$ cat src/rtl/uart_rx_cfg.sv
// Parametrised UART receiver: configurable data width, parity, stop bits and oversampling.
// Define UART_RX_MAJORITY_EN for 2-of-3 majority sampling around each mid-bit point.
module uart_rx_cfg #(
  parameter int unsigned CLOCK_RATE = 12000000,
  parameter int unsigned BAUD_RATE  = 9600,
  parameter int unsigned OVERSAMPLE = 16,
  parameter int unsigned DATA_BITS  = 8,
  parameter int unsigned PARITY     = 0,
  parameter int unsigned STOP_BITS  = 1
) (
  input  logic                 clk,
  input  logic                 reset,
  input  logic                 rxEn,
  input  logic                 rxIn,
  output logic                 rxBusy,
  output logic                 rxDone,
  output logic                 rxErr,
  output logic                 rxParityErr,
  output logic                 rxFrameErr,
  output logic [DATA_BITS-1:0] rxOut
);

  localparam int unsigned TICK_RATE = BAUD_RATE * OVERSAMPLE;
  localparam int unsigned DIV_RAW   = (CLOCK_RATE + TICK_RATE / 2) / TICK_RATE;
  localparam int unsigned DIV       = (DIV_RAW < 1) ? 1 : DIV_RAW;
  localparam int unsigned DW        = $clog2(DIV + 1);
  localparam int unsigned OW        = $clog2(OVERSAMPLE);

  localparam logic [DW-1:0] DIV_LAST  = DW'(DIV - 1);
  localparam logic [OW-1:0] OS_LAST   = OW'(OVERSAMPLE - 1);
  localparam logic [3:0]    DATA_LAST = 4'(DATA_BITS - 1);
  localparam logic [3:0]    STOP_LAST = 4'(STOP_BITS - 1);

`ifdef UART_RX_MAJORITY_EN
  localparam logic [OW-1:0] PT_A      = OW'(OVERSAMPLE / 2 - 2);
  localparam logic [OW-1:0] PT_B      = OW'(OVERSAMPLE / 2 - 1);
  localparam logic [OW-1:0] PT_DECIDE = OW'(OVERSAMPLE / 2);
`else
  localparam logic [OW-1:0] PT_DECIDE = OW'(OVERSAMPLE / 2 - 1);
`endif

  typedef enum logic [2:0] {
    ST_IDLE, ST_START, ST_DATA, ST_PARITY, ST_STOP, ST_DONE, ST_WAIT_IDLE
  } state_t;

  state_t               state;
  logic                 sync1, line, line_d;
  logic [DW-1:0]        div_cnt;
  logic [OW-1:0]        os_cnt;
  logic [3:0]           bit_cnt;
  logic [DATA_BITS-1:0] shreg;
  logic                 par_fail, frm_fail;
  logic                 tick, decide, bit_val;
`ifdef UART_RX_MAJORITY_EN
  logic                 s_a, s_b;
`endif

  // os_cnt holds the number of ticks already elapsed in the current bit,
  // so the k-th tick of a bit fires while os_cnt == k-1.
  always_comb begin
    tick   = (div_cnt == DIV_LAST);
    decide = tick && (os_cnt == PT_DECIDE);
`ifdef UART_RX_MAJORITY_EN
    bit_val = (s_a & s_b) | (s_a & line) | (s_b & line);
`else
    bit_val = line;
`endif
  end

  always_ff @(posedge clk) begin
    if (reset) begin
      state       <= ST_IDLE;
      sync1       <= 1'b1;
      line        <= 1'b1;
      line_d      <= 1'b1;
      div_cnt     <= '0;
      os_cnt      <= '0;
      bit_cnt     <= '0;
      shreg       <= '0;
      par_fail    <= 1'b0;
      frm_fail    <= 1'b0;
      rxBusy      <= 1'b0;
      rxDone      <= 1'b0;
      rxErr       <= 1'b0;
      rxParityErr <= 1'b0;
      rxFrameErr  <= 1'b0;
      rxOut       <= '0;
`ifdef UART_RX_MAJORITY_EN
      s_a         <= 1'b1;
      s_b         <= 1'b1;
`endif
    end else begin
      sync1  <= rxIn;
      line   <= sync1;
      line_d <= line;
      rxDone <= 1'b0;
      rxErr  <= 1'b0;

      div_cnt <= tick ? '0 : div_cnt + 1'b1;
      if (tick) os_cnt <= (os_cnt == OS_LAST) ? '0 : os_cnt + 1'b1;
`ifdef UART_RX_MAJORITY_EN
      if (tick && os_cnt == PT_A) s_a <= line;
      if (tick && os_cnt == PT_B) s_b <= line;
`endif

      if (!rxEn && state inside {ST_START, ST_DATA, ST_PARITY, ST_STOP}) begin
        state  <= ST_IDLE;
        rxBusy <= 1'b0;
      end else begin
        case (state)
          ST_IDLE: begin
            if (rxEn && line_d && !line) begin
              state    <= ST_START;
              rxBusy   <= 1'b1;
              div_cnt  <= '0;
              os_cnt   <= '0;
              bit_cnt  <= '0;
              par_fail <= 1'b0;
              frm_fail <= 1'b0;
            end
          end
          ST_START: begin
            if (decide) begin
              if (bit_val) begin
                state  <= ST_IDLE;
                rxBusy <= 1'b0;
              end else begin
                state <= ST_DATA;
              end
            end
          end
          ST_DATA: begin
            if (decide) begin
              shreg <= {bit_val, shreg[DATA_BITS-1:1]};
              if (bit_cnt == DATA_LAST) begin
                bit_cnt <= '0;
                state   <= (PARITY != 0) ? ST_PARITY : ST_STOP;
              end else begin
                bit_cnt <= bit_cnt + 1'b1;
              end
            end
          end
          ST_PARITY: begin
            if (decide) begin
              par_fail <= ((^shreg) ^ bit_val) != (PARITY == 1);
              state    <= ST_STOP;
            end
          end
          ST_STOP: begin
            if (decide) begin
              if (bit_cnt == STOP_LAST) begin
                // Outputs are registered on entry so rxDone is high during DONE.
                state       <= ST_DONE;
                rxBusy      <= 1'b0;
                rxDone      <= 1'b1;
                rxOut       <= shreg;
                rxParityErr <= par_fail;
                rxFrameErr  <= frm_fail | ~bit_val;
                rxErr       <= par_fail | frm_fail | ~bit_val;
              end else begin
                frm_fail <= frm_fail | ~bit_val;
                bit_cnt  <= bit_cnt + 1'b1;
              end
            end
          end
          ST_DONE: begin
            state <= line ? ST_IDLE : ST_WAIT_IDLE;
          end
          ST_WAIT_IDLE: begin
            if (line) state <= ST_IDLE;
          end
          default: begin
            state  <= ST_IDLE;
            rxBusy <= 1'b0;
          end
        endcase
      end
    end
  end

endmodule

$ cat config.mk
export PLATFORM = sky130hd
export DESIGN_NAME = uart_rx_cfg
export DESIGN_NICKNAME = d
export VERILOG_FILES = /design/src/rtl/uart_rx_cfg.sv
export SDC_FILE = /design/constraint.sdc
export NUM_CORES = 1
export LEC_CHECK = 0
export ABC_AREA = 1
export CORE_UTILIZATION = 58
export CTS_CLUSTER_DIAMETER = 80
export DETAILED_ROUTE_END_ITERATION = 10
export PLACE_DENSITY = 0.86
export SLEW_MARGIN = 20
export SYNTH_ARGS = -nofsm -noshare
export SYNTH_HDL_FRONTEND = slang
export SYNTH_SLANG_ARGS = --single-unit
$ cat constraint.sdc
create_clock -name clk -period 2 [get_ports clk]
set_input_delay 0.4 -clock clk [delete_from_list [all_inputs] [get_ports clk]]
set_output_delay 0.4 -clock clk [all_outputs]
set_load 0.1 [all_outputs]
# Word level (Yosys, flattened, before mapping)

Cells that the tools add are included.

Register bits after elaboration: 44
Input port bits: 4
Output and inout bits: 13
Word-level logic and storage cells: 112

Add/sub/neg operators: 3
Eq/ne operators: 20
Mux-type cells: 39
Bitwise gates (word level): 10
Reduce and logical (&&, ||, !) cells: 24

Operator list:

| cell                                                                   | number |
|---|---|
| 4-bit 2-to-1 mux                                                       | 10 |
| 7-bit 2-to-1 mux                                                       | 4 |
| 3-bit 2-to-1 mux                                                       | 9 |
| 3-bit one-hot mux with 7 select lines                                  | 1 |
| 2-bit != test (second input constant)                                  | 8 |
| 4-bit one-hot mux with 3 select lines                                  | 1 |
| 6-bit AND reduction                                                    | 2 |
| 1-bit 2-to-1 mux                                                       | 10 |
| 3-bit equality test (second input constant)                            | 3 |
| 4-bit by 1-bit adder with 4-bit output (second input constant)         | 2 |
| 4-bit by 3-bit equality test with 1-bit output (second input constant) | 2 |
| 4-bit AND reduction                                                    | 2 |
| 8-bit AND reduction                                                    | 1 |
| 4-bit OR reduction                                                     | 2 |
| 8-bit XOR reduction                                                    | 1 |
| 7-bit by 1-bit adder with 7-bit output (second input constant)         | 1 |
| 7-bit equality test (second input constant)                            | 1 |
| 3-bit by 2-bit equality test with 1-bit output (second input constant) | 2 |
| 1-bit inverter                                                         | 6 |
| 5-bit AND reduction                                                    | 1 |
| 5-bit OR reduction                                                     | 1 |
| 4-bit equality test (second input constant)                            | 1 |
| 1-bit logical AND                                                      | 4 |
| 4-bit zero test                                                        | 1 |
| other kinds (14)                                                       | 20 |

# Depth between registers and ports, before layout

Gate-level depths: netlist (run 1).

Depth after elaboration: 6
Gate-level depth with buffers: 11
Gate-level depth less buffers: 11

# Worst setup path after synthesis (run 1)

Ideal clock, no wire load.

Path kind: reg2reg
From: register div_cnt[0]
To: register rxFrameErr
Library setup time: 0.135 ns
Data arrival time: 1.338 ns
Data required time: 1.865 ns
Slack: 0.527 ns
Cell stages (with the launch flop): 10
Buffers on the path: 1
Period minus slack after synthesis: 1.473 ns
Path through: dfxtp_1 -> ha_1 -> nand3_2 -> nor2_4 -> nand2_4 -> clkinv_2 -> nand3_4 -> buf_12 -> nand2_2 -> a21oi_1

Word-level cells in the longest chain between the ends: 3

RTL lines:

| what                          | line | text |
|---|---|---|
| start, declared               | 48   | `logic [DW-1:0] div_cnt;` |
| start signal, assigned        | 99   | `div_cnt <= tick ? '0 : div_cnt + 1'b1;` |
| 7-bit equality test           | 61   | `tick = (div_cnt == DIV_LAST);` |
| 1-bit logical AND             | 62   | `decide = tick && (os_cnt == PT_DECIDE);` |
| 4-bit AND reduction (no line) | -    |  |
| end signal, assigned          | 158  | `rxFrameErr <= frm_fail \| ~bit_val;` |
| end, declared                 | 19   | `output logic rxFrameErr,` |

No other way between the ends.
A chain may end at the register's enable or synchronous reset.

# Final worst setup path (run 1)

Same ends and word-level chain as after synthesis.

==> flow_summary_export.csv, run 1 <==
group,metric,value,unit
place,dp_hpwl,3230,um
logic_synthesis,syn_area,2260,um2
logic_synthesis,synth-compound-area-share,14.3,%
clock_network,cts_tree,"yes",
floorplan,core,3720,um2
run_status,status,"finished clean",
floorplan,die_area,4160,um2
timing,worst_slew_pin_slew,375,ps
setup_path,path_class,"flop to flop",
global_route,antenna_found_initial,0,
clock_network,cts_resized,0,
drt,num_vias,1908,
setup_path,max_stage_delay,400,ps
clock_network,insertion_delay,300,ps
drt,drtIter0Drc,112,
clock_network,clock_sinks,44,
logic_synthesis,ys_seq_area_share,38.9,%
setup_path,required,2240,ps
logic_synthesis,yosysUniqueCellTypes,35,
timing,finalMaxSlewViolations,0,
logic_synthesis,syn-instance-count,296,
timing,slew-limit-headroom,74.9,%
floorplan,ioPinCount,17,
timing,holdWs,426,ps
setup_path,rr_endpoint,"rxFrameErr",
power,power_leakage,1.03,nW
timing,period_minus_slack,1770,ps
place,gp_congestion,0.872,
setup_path,r2r-start,"div_cnt[0]",
logic_synthesis,syn_avg_cell_area,7.65,um2
logic_synthesis,ys_warn_count,0,
logic_synthesis,synth_seq_cells,44,
clock_network,post-cts-setup-buffers,0,
min_path,min_from,"sync1",
logic_synthesis,synth_mux_area_share,0,%
clock_network,holdBufCountCts,0,
cells_and_area,syn2layout_area_growth,10.3,%
logic_synthesis,async_flop_share,0,%
setup_path,cp-end-kind,"flop",
cells_and_area,instances_no_fill,363,
power,p_per_area,985,nW/um2
timing,fmax,0.565,GHz
timing,setup_tns,0,ps
setup_path,reg2reg_slack,230,ps
min_path,holdPathEnd,"bit_val",
timing,finalHoldViolCount,0,
place,dp.cells,356,
cells_and_area,multi_input_area,1190,um2
floorplan,rows,22,
clock_network,clk_pin_slew_worst_paths,80,ps
place,portBuffers,16,
min_path,hold_depth,1,
global_route,grt_pass1_vias,1767,
floorplan,die_h,64.5,um
clock_network,htree_levels,2,
global_route,grt-ovfl-total,0,
logic_synthesis,synth_xor_area_share,3.48,%
cells_and_area,final_core_util,67.2,%
timing,skew,9.17,ps
min_path,hp-class,"flop to flop",
cells_and_area,regArea,881,um2
cells_and_area,antennaDiodeCount,0,
logic_synthesis,synth_area_leaders,"dfxtp_1 39%, nand2_1 9.9%, a21oi_1 5.1%",
drt,drtPass1Iterations,4,
cells_and_area,drive_gt1_share,23.2,%
setup_path,crit_chain,"ha_1 > nand3_2 > nor2_4 > nand2_4 > clkinv_2 > nand3_4 > clkinv_4 > o21ai_2 > a21oi_1",
job,max_cap_violations,0,
global_route,grt_pass1_wl,7310,um
floorplan,start_util,60.9,%
logic_synthesis,synthFlopType,"dfxtp_1",
cells_and_area,final_nets,324,
logic_synthesis,synth_adder_area_share,2.76,%
clock_network,clk_path_buf_depth,2,
logic_synthesis,synth_top_family_by_area,"simple AND/OR/NAND/NOR gates",
logic_synthesis,synth-simple-area-share,32.2,%
drt,ant_nets,0,
timing,finalSetupViolCount,0,
logic_synthesis,synth_edf_count,0,
drt,drc,0,
drt,vias_per_cell,5.26,
global_route,grt_start_max_net_pins,17,
timing,fin_crit_sh,88.5,%
drt,drt-total-wl,4200,um
logic_synthesis,synth_area_leader_cell,"dfxtp_1",
global_route,grt_usage,22.6,%
setup_path,critical_path.max_fanout,12,
cells_and_area,fill_cells,342,
timing,grt_setup_unrepaired,"false",
setup_path,critPathLaunchType,"flop",
clock_network,numCtsBuffers,5,
setup_path,cp.arrival,2010,ps
drt,wire_per_inst,11.6,um
setup_path,slowest_stage,"dfxtp_1",
logic_synthesis,synth_top_area_share,38.9,%
floorplan,die_w,64.5,um
logic_synthesis,mappedNetlistNets,305,
power,irDropWorstVdd,0.000439,V
setup_path,rr_worst_depth,9,
clock_network,ctsRootBufferMaster,"clkbuf_8",
==> through the flow <==
stage,setup WS (ps),total power [mW],area (um2)
floorplan,527,1.78,2260
global placement,225,1.92,2420
detailed placement,200,1.94,2420
CTS,215,2.47,2500
global route,105,2.62,2500
finish,230,2.46,2500
==> sequential cells by signal (all words and copies together), names as in the netlist, 3 cells and up <==
signal   count
state        3
bit_cnt      4
shreg        8
os_cnt       4
div_cnt      7
rxOut        8
==> Yosys cell counts (4+ instances only) <==
| cell | number |
|---|---|
| nand2_1 | 60 |
| dfxtp_1 | 44 |
| inv_1 | 27 |
| nor2_1 | 27 |
| a21oi_1 | 23 |
| nand2_2 | 16 |
| o21ai_0 | 15 |
| nand3_1 | 12 |
| inv_2 | 7 |
| a21oi_2 | 6 |
| xor2_1 | 6 |
| ha_1 | 5 |
| nand2_4 | 5 |
| nand4_1 | 4 |
==> metal layers <==
layer	wire [um]	GRT usage [%]	vias up
met3	191	4.58	7
met1	1960	27.2	877
met5	0	0	-
met2	1970	37.9	42
li1	-	-	982
met4	80	11.4	0
==> report_power, final <==
| part | internal [mW] | leakage [nW] | switching [mW] |
|---|---|---|---|
| Sequential | 0.935 | 0.356 | 0.0813 |
| Clock | 0.236 | 0.0400 | 0.295 |
| Combinational | 0.308 | 0.631 | 0.604 |
==> cell families after synthesis <==
logic type | after synthesis
xor+xnor | 9
flops | 44
simple gates | 141
buf+inv | 42
compound gates | 55
fa+ha+maj | 5
==> how the worst max path moves through the flow <==
stage / startpoint / end / slack, ps / cells after the start
3_3_place_gp: rxEn / state[1] / 220 / 10
6_report: div_cnt[0] / rxFrameErr / 230 / 9
5_1_grt: div_cnt[0] / rxFrameErr / 100 / 9
3_5_place_dp: rxEn / state[1] / 200 / 10
2_1_floorplan: div_cnt[0] / rxFrameErr / 530 / 9
4_1_cts: div_cnt[0] / rxFrameErr / 210 / 9
==> final cells by class <==
cell class                      count  area share, %
Timing Repair Buffer               17           5.41
Inverter                           37           5.91
Clock buffer                        5           2.75
Sequential cell                    44           35.3
Tap cell                           48           2.40
Multi-Input combinational cell    210           47.8
Clock inverter                      2          0.501
==> critical path: cells and delay by family (launching register included) <==
family / cells / cell delay, ps
compound gates: 2 / 220
fa+ha+maj: 1 / 190
buf+inv: 2 / 260
flops: 1 / 400
simple gates: 4 / 640
==> cells in the final DEF, fill, tap and decap left out, types with 3 or more instances in the layout <==
master / instances
nand2_1: 60
ha_1: 5
nor2_4: 3
nand4_1: 4
a21oi_2: 6
inv_1: 27
clkdlybuf4s50_1: 3
dfxtp_1: 44
nand2_2: 16
xor2_1: 6
nand3_4: 3
a21oi_1: 23
nor3_1: 3
xnor2_1: 3
buf_4: 14
o21ai_0: 15
nand2_4: 5
o21ai_1: 3
nor2_1: 27
nand3_1: 12
inv_2: 7
clkbuf_8: 5
Power figures use the tool's default switching activity.
==> run 2: changes to the inputs <==
--- a/config.mk
+++ b/config.mk
@@ -5,11 +5,11 @@
 export SDC_FILE = /design/constraint.sdc
 export NUM_CORES = 1
 export LEC_CHECK = 0
-export ABC_AREA = 1
-export CORE_UTILIZATION = 58
+export ABC_CLOCK_PERIOD_IN_PS = 2000
+export CORE_UTILIZATION = 57
 export CTS_CLUSTER_DIAMETER = 80
 export DETAILED_ROUTE_END_ITERATION = 10
-export PLACE_DENSITY = 0.86
+export PLACE_DENSITY = 0.85
 export SLEW_MARGIN = 20
 export SYNTH_ARGS = -nofsm -noshare
 export SYNTH_HDL_FRONTEND = slang
==> flow_summary_export.csv, run 2 <==
group,metric,value,unit
logic_synthesis,synth_area_leader_cell,"dfxtp_1",
cells_and_area,syn2layout_area_growth,23.0,%
drt,drc,0,
logic_synthesis,async_flop_share,0,%
drt,ant_nets,0,
setup_path,cp.arrival,2220,ps
logic_synthesis,synth_edf_count,0,
clock_network,clk_path_buf_depth,2,
cells_and_area,drive_gt1_share,21.0,%
floorplan,start_util,61.9,%
global_route,grt_pass1_wl,7110,um
setup_path,setup.worst_path.start,"rxEn",
logic_synthesis,yosysMostFrequentCell,"dfxtp_1",
timing,setup_tns,0,ps
timing,fmax,0.507,GHz
place,dp_slack,-153,ps
clock_network,htree_levels,2,
timing,timing.final.ws_setup,29.4,ps
setup_path,slowest_stage,"clkdlybuf4s50_1",
cells_and_area,top_regs,"rxOut (8), shreg (8), div_cnt (7)",
clock_network,clock_sinks,44,
floorplan,rows,21,
floorplan,core,3470,um2
floorplan,die_w,63.4,um
timing,skew,10.6,ps
logic_synthesis,synth_top_area_share,41.0,%
cells_and_area,final_nets,279,
global_route,grt_start_max_net_pins,19,
cells_and_area,layout_commonest_cell,"dfxtp_1",
global_route,grt-ovfl-total,0,
setup_path,critPathLaunchType,"input port",
cells_and_area,antennaDiodeCount,0,
clock_network,numCtsBuffers,5,
cells_and_area,instances_no_fill,317,
drt,drt-total-wl,4410,um
drt,wire_per_inst,13.9,um
min_path,hp-class,"flop to flop",
logic_synthesis,syn_avg_cell_area,9.10,um2
timing,finalHoldViolCount,0,
clock_network,ctsRootBufferMaster,"clkbuf_8",
min_path,min_from,"sync1",
floorplan,die_area,4020,um2
setup_path,required,2250,ps
logic_synthesis,ys_warn_count,0,
clock_network,cts_tree,"yes",
logic_synthesis,synthFlopType,"dfxtp_1",
power,p_total,1.76,mW
timing,grt_setup_unrepaired,"true",
setup_path,r2r-start,"os_cnt[1]",
timing,finalMaxSlewViolations,0,
logic_synthesis,synth_seq_cells,44,
setup_path,cp-end-kind,"flop",
timing,slew-limit-headroom,64.5,%
timing,worst_slew_pin_slew,531,ps
clock_network,insertion_delay,300,ps
timing,finalSetupViolCount,0,
setup_path,crit_chain,"clkdlybuf4s50_1 > inv_1 > a211oi_1 > o2111ai_4 > or4_1 > nand2_1",
place,portBuffers,16,
logic_synthesis,ys_top_cells_by_count,"44 x dfxtp_1, 33 x nor2_1, 20 x nand2_1, 17 x mux2i_1, 12 x a21oi_1",
timing,holdWs,417,ps
cells_and_area,final_core_util,76.2,%
floorplan,die_h,63.4,um
setup_path,max_stage_delay,540,ps
power,irDropWorstVdd,0.000651,V
place,placed_area,2460,um2
setup_path,path_class,"input port to flop",
clock_network,holdBufCountCts,0,
floorplan,ioPinCount,17,
cells_and_area,fill_cells,238,
timing,period_minus_slack,1970,ps
cells_and_area,fin_area,2640,um2
place,dp.cells,308,
place,dp_hpwl,2900,um
global_route,grt_usage,22.7,%
run_status,status,"finished clean",
clock_network,clk_pin_slew_worst_paths,90,ps
logic_synthesis,mappedNetlistNets,245,
power,power_leakage,0.952,nW
logic_synthesis,yosysUniqueCellTypes,46,
power,p_per_area,668,nW/um2
cells_and_area,final_cell_mix,"43 x dfxtp_1, 33 x nor2_1, 31 x buf_4",
logic_synthesis,ys_seq_area_share,41.0,%
global_route,grt_pass1_vias,1566,
timing,fin_crit_sh,98.5,%
drt,drtPass1Iterations,4,
logic_synthesis,syn-instance-count,236,
logic_synthesis,synth_area_leaders,"dfxtp_1 41%, mux2i_1 7.9%, nor2_1 5.8%",
job,max_cap_violations,0,
drt,num_vias,1776,
setup_path,critical_path.max_fanout,6,
drt,drtIter0Drc,121,
drt,vias_per_cell,5.60,
logic_synthesis,syn_area,2150,um2
global_route,antenna_found_initial,0,
place,gp_congestion,0.939,
[run 2: changes by cell type after synthesis, moves of 5 or more]
cell / previous run / this run
a21oi_2: 6 / 0
nand2_4: 5 / 0
nand3_1: 12 / 4
mux2i_1: 0 / 17
xnor2_1: 3 / 8
nand2_2: 16 / 0
a21oi_1: 23 / 12
inv_1: 27 / 9
nand2_1: 60 / 20
nor2b_1: 0 / 5
inv_2: 7 / 0
nor2_1: 27 / 33
o21ai_0: 15 / 7
[run 2: layout make-up]
class	instances	area, um2	area share, %
Clock buffer	5	68.8	2.61
Clock inverter	3	23.8	0.900
Inverter	9	33.8	1.28
Multi-Input combinational cell	174	1270	48.2
Sequential cell	44	882	33.4
Tap cell	46	57.6	2.18
Timing Repair Buffer	36	303	11.5
[run 2: cells by family (layout without fill, tap and decap cells)]
logic type | after synthesis | after routing | share of synthesized area [%]
AO/OA/AOI/OAI | 37 | 37 | 11.8
buffers and inverters | 18 | 53 | 3.55
XOR/XNOR | 15 | 15 | 6.76
multiplexers | 17 | 17 | 7.93
AND/OR/NAND/NOR | 100 | 100 | 26.0
adder cells (fa/ha/maj) | 5 | 5 | 2.91
flip-flops | 44 | 44 | 41.0
[run 2: routing by layer]
| layer | share of wire (%) | vias to the layer above | track usage (%) |
|---|---|---|---|
| met3 | 3.7 | 4 | 5.98 |
| met4 | 0.93 | 0 | 6.82 |
| met5 | 0 | - | 0 |
| li1 | - | 895 | - |
| met2 | 48 | 37 | 35.5 |
| met1 | 48 | 840 | 30.3 |
[run 2: timing repair]
item,CTS,global route
setup endpoints to repair,1,17
pin swaps,0,3
buffers inserted,0,1
resized for setup,1,10
[run 2: critical path: cells and delay by family]
kind                   cells  cell delay [ps]
buffers and inverters      2              660
AND/OR/NAND/NOR            2              560
AO/OA/AOI/OAI              2              600
[run 2: path summary, 6_finish.rpt]
check	end	slack [ps]	cells past startpoint
worst max-delay path	bit_cnt[3]	30	6
worst min-delay path	bit_val	420	1
worst max register to register	shreg[5]	90	7
worst min register to register	bit_val	420	1
[run 2: where the power goes]
group / total [mW] / internal (mW) / switching [mW]
clock: 0.560 / 0.247 / 0.312
sequential: 0.928 / 0.896 / 0.0322
combinational: 0.276 / 0.113 / 0.162
